==> src/rtl/moore_seq_detector_param.sv <==
// Parametrised Moore serial pattern detector with overlap control, input-valid
// qualifier and a saturating detection counter.
module moore_seq_detector_param #(
    parameter int                 SEQ_LEN = 4,
    parameter logic [SEQ_LEN-1:0] PATTERN = 4'b1101,
    parameter bit                 OVERLAP = 1'b1,
    parameter int                 CNT_W   = 8,
    parameter int                 ST_W    = $clog2(SEQ_LEN + 1)
) (
    input  logic             clk,
    input  logic             reset,
    input  logic             in_valid,
    input  logic             seq_in,
    output logic             seq_out,
    output logic [CNT_W-1:0] det_count,
    output logic [ST_W-1:0]  crnt_state,
    output logic [ST_W-1:0]  nxt_state
);

    localparam int NUM_CODES = 2 ** ST_W;
    localparam logic [ST_W-1:0] DETECT = ST_W'(SEQ_LEN);

    // Pattern bit in arrival order: index 0 is the first bit received.
    function automatic bit pat_bit(input int i);
        return PATTERN[SEQ_LEN-1-i];
    endfunction

    // Length of the longest proper border (prefix that is also a suffix).
    function automatic int border_len();
        int  res;
        bit  found;
        bit  ok;
        res   = 0;
        found = 1'b0;
        for (int l = SEQ_LEN - 1; l > 0; l--) begin
            if (!found) begin
                ok = 1'b1;
                for (int i = 0; i < l; i++) begin
                    if (pat_bit(i) != pat_bit(SEQ_LEN - l + i)) ok = 1'b0;
                end
                if (ok) begin
                    res   = l;
                    found = 1'b1;
                end
            end
        end
        return res;
    endfunction

    // Next state from state k_in on bit b: longest pattern prefix that is a
    // suffix of (matched prefix ++ b). DETECT first collapses to border or 0.
    function automatic int step_state(input int k_in, input bit b);
        int  k;
        int  res;
        int  p;
        bit  found;
        bit  ok;
        bit  sb;
        k     = (k_in == SEQ_LEN) ? (OVERLAP ? border_len() : 0) : k_in;
        res   = 0;
        found = 1'b0;
        for (int j = k + 1; j > 0; j--) begin
            if (!found) begin
                ok = 1'b1;
                for (int i = 0; i < j; i++) begin
                    p  = k + 1 - j + i;
                    sb = (p < k) ? pat_bit(p) : b;
                    if (sb != pat_bit(i)) ok = 1'b0;
                end
                if (ok) begin
                    res   = j;
                    found = 1'b1;
                end
            end
        end
        return res;
    endfunction

    logic [ST_W-1:0]  next_on0 [NUM_CODES];
    logic [ST_W-1:0]  next_on1 [NUM_CODES];
    logic [ST_W-1:0]  crnt_state_reg;
    logic [CNT_W-1:0] det_count_reg;

    // Transition table built at elaboration; unused encodings recover to 0.
    generate
        for (genvar gi = 0; gi < NUM_CODES; gi++) begin : g_tbl
            if (gi <= SEQ_LEN) begin : g_legal
                localparam logic [ST_W-1:0] N0 = ST_W'(step_state(gi, 1'b0));
                localparam logic [ST_W-1:0] N1 = ST_W'(step_state(gi, 1'b1));
                assign next_on0[gi] = N0;
                assign next_on1[gi] = N1;
            end else begin : g_illegal
                assign next_on0[gi] = '0;
                assign next_on1[gi] = '0;
            end
        end
    endgenerate

    always_comb begin
        nxt_state = crnt_state_reg;
        if (reset) begin
            nxt_state = '0;
        end else if (in_valid) begin
            nxt_state = seq_in ? next_on1[crnt_state_reg] : next_on0[crnt_state_reg];
        end
    end

    always_ff @(posedge clk) begin
        if (reset) begin
            crnt_state_reg <= '0;
            det_count_reg  <= '0;
        end else begin
            crnt_state_reg <= nxt_state;
            if (in_valid && (nxt_state == DETECT) && (det_count_reg != {CNT_W{1'b1}})) begin
                det_count_reg <= det_count_reg + CNT_W'(1);
            end
        end
    end

    assign crnt_state = crnt_state_reg;
    assign det_count  = det_count_reg;
    assign seq_out    = (crnt_state_reg == DETECT);

endmodule

==> config.mk <==
export PLATFORM = sky130hd
export DESIGN_NAME = moore_seq_detector_param
export DESIGN_NICKNAME = d
export VERILOG_FILES = /design/src/rtl/moore_seq_detector_param.sv
export SDC_FILE = /design/constraint.sdc
export NUM_CORES = 1
export LEC_CHECK = 0
export BUFFER_PORTS_ARGS = -buffer_cell sky130_fd_sc_hd__buf_2
export CORE_AREA = 2 2 39 41
export CTS_BUF_LIST = sky130_fd_sc_hd__clkbuf_4
export DETAILED_ROUTE_END_ITERATION = 7
export DIE_AREA = 0 0 41 43
export PLACE_DENSITY = 0.82
export SKIP_LAST_GASP = 1
export SYNTH_ARGS = -nofsm -noshare
export SYNTH_HDL_FRONTEND = slang
export SYNTH_SLANG_ARGS = --single-unit
==> constraint.sdc <==
create_clock -name clk -period 2.43 [get_ports clk]
set_clock_uncertainty 0.2 [all_clocks]
set_input_delay 0.243 -clock clk [delete_from_list [all_inputs] [get_ports clk]]
set_output_delay 0.243 -clock clk [all_outputs]
set_load 0.03 [all_outputs]
After elaboration in Yosys (flattened, before gate mapping)
Memory sizes are Yosys's and may differ from the RTL's.
Cells that the tools add are included.
{ "classes": {"n_addsub": 1, "n_lt_le_gt_ge": 1, "n_eq_ne": 3, "muxes": 7, "bitwise": 1, "reduce_logical": 2} }
{ "op_table": {"columns": ["op", "count"], "rows": [
  ["3-bit two-way mux", 7],
  ["8-bit by 1-bit adder with 8-bit output, second input constant", 1],
  ["8-bit inequality test, second input constant", 1],
  ["3-bit == test, second input constant", 2],
  ["4-bit greater-or-equal comparator, second input constant", 1],
  ["3-bit inverter with 4-bit output", 1],
  ["1-bit logical AND", 2]
]} }
{ "totals": {"ff_bits": 11, "mem_bits_ro": 48, "output_inout_bits": 15, "n_memories": 2} }
{ "mem_list": {"columns": ["memory", "words", "width", "read_ports", "rd_clocked_by_memory_dff", "wr", "line", "source"], "rows": [
  ["(name not given)", 8, 3, 1, 0, 0, "104", "nxt_state = seq_in ? next_on1[crnt_state_reg] : next_on0[crnt_state_reg];"],
  ["(name not given)", 8, 3, 1, 0, 0, "104", null]
]} }

Longest topological paths before layout
Gate-level depths: netlist of run 1.
{ "logic_depth": {"word_depth": 10, "mapped_depth": 6, "mapped_depth_nobuf": 6} }

Worst setup path after synthesis of run 1
No wires, ideal clock.
{ "synth_path": {"path_type": "register to output", "from": "register crnt_state_reg[1] (netlist: crnt_state[1])", "to": "output port nxt_state[1]", "arrival_ps": 2086, "required_time_ps": 1987, "path_slack_ps": -99, "stages_incl_launch_ff": 7, "n_path_buf": 0, "cell_sequence": "dfxtp_1 > inv_1 > ha_1 > and2_1 > a21o_1 > a221oi_1 > a211oi_1"} }
{ "synth_via": {"elab_chain_len": 7} }
{ "synth_rtl": {"columns": ["item", "line", "source"], "rows": [
  ["start, declared", "81", "logic [ST_W-1:0] crnt_state_reg;"],
  ["start signal, assigned", "113", "crnt_state_reg <= nxt_state;"],
  ["3-bit inverter with 4-bit output (implied by the code)", "104", null],
  ["memory 8 x 3 bit", null, null],
  ["3-bit two-way mux (implied by the code) (2 in a row)", "104", null],
  ["3-bit two-way mux", "104", null],
  ["3-bit two-way mux (*)", "103", "end else if (in_valid) begin"],
  ["3-bit two-way mux (*)", "101", "if (reset) begin"],
  ["end, declared", "17", "output logic [ST_W-1:0] nxt_state"]
]} }
Mark *: on every way between the ends. The rest lies on a longest branch, timed or not. The select of a mux whose other input is x is not followed.

Worst setup path after layout of run 1
{ "layout_path": {"from": "register crnt_state_reg[0] (netlist: crnt_state[0])", "to": "output port nxt_state[1]"} }
{ "layout_via": {"elab_chain_len": 7} }
{ "layout_rtl": {"columns": ["item", "line"], "rows": [
  ["3-bit inverter with 4-bit output (implied by the code) (*)", "104"],
  ["memory 8 x 3 bit", null],
  ["3-bit two-way mux (implied by the code) (2 in a row)", "104"],
  ["3-bit two-way mux (*)", "104"],
  ["3-bit two-way mux (*)", "103"],
  ["3-bit two-way mux (*)", "101"]
]} }
Marks and branches as above.

==> impl_metrics.yaml, run 1 <==
status:
  status: "complete, no violations"
logic_synthesis:
  synth_seq_area_share: 0.3478
  synth_seq_cells: 11
  synth_cell_types: 29
  synthFlopType: "dfxtp_1"
  avgSynthCellArea_sq_um: 8.917
  synth-edff-count: 0
  synth_cells: 71
  yosys-top-cells-count: "11 x dfxtp_1, 7 x a21oi_1, 5 x inv_1, 5 x nor2_1, 4 x ha_1"
  yosysTopAreaCell: "dfxtp_1"
  synth_most_common_cell: "dfxtp_1"
  netlist.area_leader.share: 0.3478
  yosys_warnings: 0
  synth_area_leaders: "dfxtp_1 35%, ha_1 7.9%, a21oi_1 5.5%"
  synth_area_sq_um: 633.1
  syn_nets: 79
  ys_async_sr_fraction: 0
placement:
  place_inst: 104
  gp_congestion: 0.8878
  io_buffers: 18
  dp_hpwl_microns: 1009
  detailed_place.area_sq_um: 744.5
drt:
  dr_total_vias: 630
  drt-vias-per-instance: 5.780
  wl_microns: 1345
  met1_length_microns: 605
  met2WireLength_microns: 656
  drcViolationCount: 0
  wl_met3_microns: 46
  wire_per_inst_microns: 12.34
  drt_iter0_markers: 20
  drtAntennaViolNets: 0
  topRoutingLayerUsed: "met4"
  firstDrtPassIters: 4
cts:
  path_clk_slew_ns: 0.07
  worstSkewPairLatency_ns: 0.27
  tritoncts: "built"
  cts_hold_buf: 0
  cts-root-buf: "clkbuf_4"
  cts_htree_levels: 1
  cts_num_sinks: 11
  numCtsBuffers: 3
  cts.path.max_buffers: 2
job:
  cap_violations: 0
critical_path:
  worst-path-buf-inv: 2
  cp_cell_sequence: "inv_1 -> ha_1 -> and2_1 -> a21o_1 -> a221oi_2 -> a211oi_2 -> buf_2"
  crit_type: "reg -> out"
  r2r_start: "crnt_state[0]$_SDFF_PP0_"
  crit_required_ns: 1.99
  endpoint_kind: "primary output"
  startpoint: "crnt_state[0]$_SDFF_PP0_"
  startpoint_type: "flip-flop"
  critPathTopFamily: "compound AO/OA/AOI/OAI gates"
  crit_fanout: 4
  slowest_delay_ns: 0.38
  cp_slowest_cell: "dfxtp_1"
  cp.arrival_ns: 1.91
global_routing:
  grt_pass1_wl_microns: 2028
  grt_pass1_vias: 490
  grt_max_degree: 16
  antenna_found_initial: 0
  grtUsageTotal: 0.1680
  overflow: 0
pwr:
  swShare: 0.2677
  p_leak_nw: 0.3638
  internal-power_mw: 0.2787
  p_per_area_nw_per_um2: 482.8
  report.power.total_mw: 0.3806
  power_frac_seq: 0.487
  power.switching_mw: 0.1019
  ir_drop_uv: 286.3
  combPwrFrac: 0.152
  clock_power_share: 0.361
sta:
  timing.final.crit_share: 0.9666
  setup_violations: 0
  worst-slew-pin-transition_ns: 0.3151
  slew_viol_final: 0
  fin_tns_setup_ns: 0
  slew_headroom: 0.7899
  fin_crit_ns: 2.349
  max_freq_mhz: 425.7
  hold_viol: 0
finish:
  instances_no_fill: 109
  finalNetCount: 102
  syn_to_final_growth_pct: 24.51
  drive_gt1_frac: 0.3011
  final-seq-area_sq_um: 220.2
  final_cell_area_sq_um: 788.3
  n_antenna_cell: 0
  largest_reg_flops: 8
  multi_input_area_sq_um: 401.6
  n_fill_cell: 124
min_path:
  min_from: "reset"
  min_path_type: "in -> reg"
floorplan:
  die_y_microns: 43
  initial_core_util: 0.4575
  rows: 14
  die-area_sq_um: 1763
  die_w_microns: 41
  io-pin-count: 19
  core_area_sq_um: 1384
-- stage by stage --
step           utilization  setup WS (ns)  hold WS [ns]
4_1_cts             0.5642        0.06931        0.1251
2_1_floorplan            -         0.1081        0.1158
6_report            0.5696        0.08119        0.1288
3_5_place_dp        0.5380         0.2912        0.2997
5_1_grt             0.5696       -0.04594        0.1567
3_3_place_gp        0.5380         0.3509        0.2963
-- area by class of cell --
class                           count  share of cell area
Clock buffer                        4             0.03810
Multi-Input combinational cell     54              0.5095
Timing Repair Buffer               19              0.1238
Inverter                            5             0.02381
Tap cell                           16             0.02540
Sequential cell                    11              0.2794
-- cell usage in the layout (no fill, tap or decap), types with 2 or more instances in the layout --
master,netlist,layout
nor2_1,5,5
inv_1,5,5
clkbuf_4,0,4
or4_1,3,3
dfxtp_1,11,11
buf_2,0,18
nand4_1,2,2
a211oi_1,3,2
nand3_1,3,3
and4b_1,2,2
ha_1,4,4
o31ai_1,3,3
a21oi_1,7,7
nor3_1,3,3
and2_1,2,2
and3_1,2,2
and4_1,2,2
-- kinds of logic after synthesis --
logic type	synth area share
adder cells (fa/ha/maj)	0.07905
multiplexers	0.03360
buffers and inverters	0.03557
AND/OR/NAND/NOR	0.3063
flip-flops	0.3478
AO/OA/AOI/OAI	0.1976
-- worst reg2reg max path: cells and delay by family, from the launching register on --
family	cells	cell delay, ns
AND/OR/NAND/NOR	3	1.01
flip-flops	1	0.38
adder cells (fa/ha/maj)	1	0.26
AO/OA/AOI/OAI	1	0.15
buffers and inverters	1	0.09
-- worst paths after layout --
path | endpoint | slack [ns] | cells after the start
worst max-delay path | nxt_state[1] | 0.08 | 7
worst min-delay path | crnt_state[0]$_SDFF_PP0_ | 0.13 | 2
worst max register to register | det_count[5]$_SDFFE_PP0P_ | 0.27 | 6
worst min register to register | det_count[7]$_SDFFE_PP0P_ | 0.31 | 2
-- power by group through the flow --
stage          Clock (mW)  Combinational, mW  Sequential, mW
6_report            0.137             0.0577           0.185
5_1_grt             0.145             0.0630           0.186
4_1_cts             0.140             0.0554           0.185
3_5_place_dp            0             0.0535           0.190
3_3_place_gp            0             0.0524           0.189
2_1_floorplan           0             0.0337           0.194
-- timing repair --
action	4_1_cts	5_1_grt
setup endpoints to repair	1	1
resized for setup	1	0
pin swaps	0	1
cloned	0	0
setup buffers	0	1
-- per-layer routing --
| metal | vias up | GRT usage |
|---|---|---|
| li1 | 319 | - |
| met1 | 289 | 0.2265 |
| met2 | 17 | 0.2375 |
| met3 | 5 | 0.03141 |
| met4 | 0 | 0.1000 |
| met5 | - | 0 |
Power figures use the tool's default switching activity.
==> run 2: changes to the inputs <==
--- a/config.mk
+++ b/config.mk
@@ -8,8 +8,10 @@
 export BUFFER_PORTS_ARGS = -buffer_cell sky130_fd_sc_hd__buf_2
 export CORE_AREA = 2 2 39 41
 export CTS_BUF_LIST = sky130_fd_sc_hd__clkbuf_4
+export CTS_CLUSTER_SIZE = 24
 export DETAILED_ROUTE_END_ITERATION = 7
 export DIE_AREA = 0 0 41 43
+export GPL_TIMING_DRIVEN = 0
 export PLACE_DENSITY = 0.82
 export SKIP_LAST_GASP = 1
 export SYNTH_ARGS = -nofsm -noshare
==> run 2 against run 1 <==
Fmax up 3.2%. Global-route usage up 2.2 points. Via count unchanged. Non-clock buffer count unchanged. Setup slack better by 0.074 ns. Clock power about the same. Die area unchanged. Combinational power down 2%. Count of clock-buffer cells in the layout unchanged. Power down 0.92%. Design area down 0.16%. Sequential power about the same.
==> impl_metrics.yaml, run 2 (synthesis gave the netlist of run 1 again) <==
status:
  status: "complete, no violations"
drt:
  firstDrtPassIters: 4
  drcViolationCount: 0
  wire_per_inst_microns: 12.35
  drtAntennaViolNets: 0
  dr_total_vias: 630
  drt_iter0_markers: 10
  drt-vias-per-instance: 5.780
  wl_microns: 1346
critical_path:
  cp.arrival_ns: 1.83
  startpoint_type: "flip-flop"
  endpoint_kind: "primary output"
  crit_type: "reg -> out"
  crit_required_ns: 1.99
  crit_fanout: 4
global_routing:
  met1_usage: 0.1968
  top_usage_layer: "met2"
  grt_max_degree: 11
  grtUsageTotal: 0.1899
  overflow: 0
  met2_usage: 0.3094
  antenna_found_initial: 0
  grt_pass1_vias: 561
  grt_pass1_wl_microns: 2263
  met3_usage: 0.07853
cts:
  cts_htree_levels: 1
  post_cts_buffers: 0
  cts-root-buf: "clkbuf_4"
  cts.path.max_buffers: 2
  worstSkewPairLatency_ns: 0.27
  numCtsBuffers: 3
  cts_hold_buf: 0
  path_clk_slew_ns: 0.06
  tritoncts: "built"
  cts_num_sinks: 11
finish:
  syn_to_final_growth_pct: 24.31
  final_cell_area_sq_um: 787.0
  n_antenna_cell: 0
  largest_reg_flops: 8
  drive_gt1_frac: 0.3118
  n_fill_cell: 126
  finalNetCount: 102
  layout_common_cells: "18 x buf_2, 9 x dfxtp_1, 7 x a21oi_1"
  final_common_cell: "buf_2"
sta:
  slew_viol_final: 0
  worst-slew-pin-transition_ns: 0.4814
  fin_crit_ns: 2.275
  fin_tns_setup_ns: 0
  setup_violations: 0
  rsz0062_at_grt: "no"
  timing.final.crit_share: 0.9363
  hold_viol: 0
  max_freq_mhz: 439.5
  slew_headroom: 0.6791
  whs_ns: 0.05354
floorplan:
  initial_core_util: 0.4575
  core_area_sq_um: 1384
  die-area_sq_um: 1763
  die_y_microns: 43
  die_w_microns: 41
  io-pin-count: 19
  rows: 14
placement:
  dp_hpwl_microns: 1039
  io_buffers: 18
  gp_congestion: 0.8592
  detailed_place.area_sq_um: 748.2
pwr:
  report.power.total_mw: 0.3771
  p_per_area_nw_per_um2: 479.1
  ir_drop_uv: 265.5
  p_leak_nw: 0.3608
job:
  cap_violations: 0
min_path:
  min_path_type: "in -> reg"
## run 2: cell count changes in the layout (fill, tap and decap cells not counted), sizes merged
cell	change
clkbuf	+1
buf	-1
## run 2: per-layer routing
metal,wire [microns],vias up
li1,-,319
met1,550,295
met2,713,13
met3,65,3
met4,17,0
met5,0,-
## run 2: report_power, final
group	leakage, nW	switching (mW)	total (mW)	internal (mW)
registers	0.0897	0.00248	0.186	0.183
logic	0.253	0.0367	0.0564	0.0197
clock network	0.0184	0.0600	0.135	0.0749
## run 2: layout make-up
type / instances / area (sq um) / share of cell area
repair buffers: 18 / 90.09 / 0.1145
well taps: 16 / 20.02 / 0.02544
clock buffers: 4 / 30.03 / 0.03816
multi-input cells: 54 / 401.6 / 0.5103
inverters: 5 / 18.77 / 0.02385
flip-flops and latches: 11 / 222.7 / 0.2830
plain buffers: 1 / 3.754 / 0.004769
## run 2: path summary, 6_finish.rpt
path | end | slack, ns | depth (start not counted) | start
hold reg to reg | det_count[7]$_SDFFE_PP0P_ | 0.31 | 2 | det_count[7]$_SDFFE_PP0P_
setup / recovery | nxt_state[1] | 0.15 | 7 | crnt_state[0]$_SDFF_PP0_
hold / removal | crnt_state[1]$_SDFF_PP0_ | 0.05 | 2 | reset
setup reg to reg | det_count[3]$_SDFFE_PP0P_ | 0.35 | 6 | crnt_state[0]$_SDFF_PP0_
## run 2: worst max-delay path, stage by stage, from the launching register on
cell      delay [ns]
dfxtp_2         0.35
inv_1           0.07
ha_1            0.25
and2_1          0.16
a21o_1          0.16
a221oi_2        0.30
a211oi_2        0.08
buf_2           0.20
## run 2: what timing repair did
action,4_1_cts,5_1_grt
pin swaps,0,1
resized for setup,1,2
setup endpoints to repair,1,1
## run 2: through the flow
stage                     setup WS [ns]  cells  utilization
after global routing            0.03323    109       0.5687
after CTS                       0.07032    109       0.5669
final                            0.1548    109       0.5687
after detailed placement         0.2880    105       0.5407
after global placement           0.3375    105       0.5407
after floorplan                  0.1081     71            -
==> run 3: changes to the inputs <==
--- a/config.mk
+++ b/config.mk
@@ -12,6 +12,7 @@
 export DETAILED_ROUTE_END_ITERATION = 7
 export DIE_AREA = 0 0 41 43
 export GPL_TIMING_DRIVEN = 0
+export MAX_ROUTING_LAYER = met4
 export PLACE_DENSITY = 0.82
 export SKIP_LAST_GASP = 1
 export SYNTH_ARGS = -nofsm -noshare
==> run 3 against run 2 <==
Non-clock buffer count unchanged. Cell count did not move. Hold slack about the same. Sequential power hardly changed. Power hardly changed. First-iteration DRC count is 20% lower. Sequential cell count unchanged. Routed wire length down 0.15%. Register-to-register slack barely moved. Highest routed layer unchanged.
==> impl_metrics.yaml, run 3 (synthesis gave the netlist of run 1 again) <==
status:
  status: "complete, no violations"
pwr:
  combPwrFrac: 0.150
  swShare: 0.2630
  power_frac_seq: 0.493
  p_per_area_nw_per_um2: 479.1
  p_leak_nw: 0.3608
  power.switching_mw: 0.09917
  clock_power_share: 0.358
  internal-power_mw: 0.2779
  ir_drop_uv: 265.5
  report.power.total_mw: 0.3771
critical_path:
  cp.arrival_ns: 1.83
  startpoint_type: "flip-flop"
  startpoint: "crnt_state[0]$_SDFF_PP0_"
  worst-path-buf-inv: 2
  regToRegEndpoint: "det_count[3]$_SDFFE_PP0P_"
  crit_cells: 7
  slowest_delay_ns: 0.35
  crit_type: "reg -> out"
  rrSetupSlack_ns: 0.35
  crit_required_ns: 1.99
  cp_slowest_cell: "dfxtp_2"
  critPathTopFamily: "compound AO/OA/AOI/OAI gates"
  cp-endpoint: "nxt_state[1]"
  crit_fanout: 4
  cp_cell_sequence: "inv_1 -> ha_1 -> and2_1 -> a21o_1 -> a221oi_2 -> a211oi_2 -> buf_2"
  reg2reg_depth: 6
  r2r_start: "crnt_state[0]$_SDFF_PP0_"
  endpoint_kind: "primary output"
cts:
  cts_num_sinks: 11
  post_cts_buffers: 0
  cts_htree_levels: 1
  numCtsBuffers: 3
  path_clk_slew_ns: 0.06
  worstSkewPairLatency_ns: 0.27
  cts.path.max_buffers: 2
  tritoncts: "built"
  cts-root-buf: "clkbuf_4"
drt:
  drtAntennaViolNets: 0
  wire_per_inst_microns: 12.33
  wl_microns: 1344
  drt_iter0_markers: 8
  dr_total_vias: 630
  firstDrtPassIters: 4
  drt-vias-per-instance: 5.780
  drcViolationCount: 0
sta:
  hold_viol: 0
  fin_crit_ns: 2.275
  rsz0062_at_grt: "no"
  slew_headroom: 0.6791
  fin_tns_setup_ns: 0
  worst-slew-pin-transition_ns: 0.4813
  timing.final.crit_share: 0.9363
  whs_ns: 0.05349
  setup_slack_ns: 0.1547
  slew_viol_final: 0
  setup_violations: 0
  max_freq_mhz: 439.5
min_path:
  min_path_type: "in -> reg"
global_routing:
  grtUsageTotal: 0.1946
  grt_pass1_wl_microns: 2263
  overflow: 0
  grt_pass1_vias: 560
  antenna_found_initial: 0
  grt_max_degree: 11
finish:
  final_common_cell: "buf_2"
  drive_gt1_frac: 0.3118
  largest_reg_flops: 8
  syn_to_final_growth_pct: 24.31
  n_fill_cell: 126
  finalNetCount: 102
  n_antenna_cell: 0
  layout_common_cells: "18 x buf_2, 9 x dfxtp_1, 7 x a21oi_1"
floorplan:
  rows: 14
  die_y_microns: 43
  io-pin-count: 19
  die-area_sq_um: 1763
  core_area_sq_um: 1384
  initial_core_util: 0.4575
  die_w_microns: 41
placement:
  pre_cts_slack_ns: 0.2880
  gp_congestion: 0.8729
  dp_hpwl_microns: 1039
  io_buffers: 18
job:
  cap_violations: 0
run 3: through the flow:
step                  util  cells  area, sq um
floorplan                -     71        638.1
detailed placement  0.5407    105        748.2
global placement    0.5407    105        748.2
global route        0.5687    109        787.0
finish              0.5687    109        787.0
CTS                 0.5669    109        784.5
run 3: timing repair:
action                     CTS  global route
setup endpoints to repair    1             1
gates resized for setup      1             2
pin swaps                    0             1
hold buffers                 0             0
run 3: power by group through the flow:
| stage | registers [mW] | clock network [mW] | logic [mW] |
|---|---|---|---|
| 2_1_floorplan | 0.194 | 0 | 0.0337 |
| 3_3_place_gp | 0.189 | 0 | 0.0528 |
| 3_5_place_dp | 0.189 | 0 | 0.0548 |
| 4_1_cts | 0.185 | 0.140 | 0.0565 |
| 5_1_grt | 0.186 | 0.150 | 0.0613 |
| 6_report | 0.186 | 0.135 | 0.0564 |
run 3: worst min-delay path by stage:
stage / from / endpoint / slack, ns / cells past startpoint
finish: reset / crnt_state[1]$_SDFF_PP0_ / 0.05 / 2
global route: reset / crnt_state[1]$_SDFF_PP0_ / 0.05 / 2
CTS: reset / crnt_state[1]$_SDFF_PP0_ / 0.05 / 2
detailed placement: det_count[7]$_SDFFE_PP0P_ / det_count[7]$_SDFFE_PP0P_ / 0.30 / 2
global placement: det_count[5]$_SDFFE_PP0P_ / det_count[5]$_SDFFE_PP0P_ / 0.29 / 2
floorplan: reset / crnt_state[1]$_SDFF_PP0_ / 0.12 / 1
run 3: final cells by class:
class / count / area [sq um] / share of cell area
Tap cell: 16 / 20.02 / 0.02544
Inverter: 5 / 18.77 / 0.02385
Clock buffer: 4 / 30.03 / 0.03816
Multi-Input combinational cell: 54 / 401.6 / 0.5103
Buffer: 1 / 3.754 / 0.004769
Timing Repair Buffer: 18 / 90.09 / 0.1145
Sequential cell: 11 / 222.7 / 0.2830
run 3: routing by layer:
metal / wire (microns) / GRT usage
met1: 550 / 0.1968
met2: 714 / 0.3094
met3: 62 / 0.07853
met4: 17 / 0.09333
met5: 0 / -
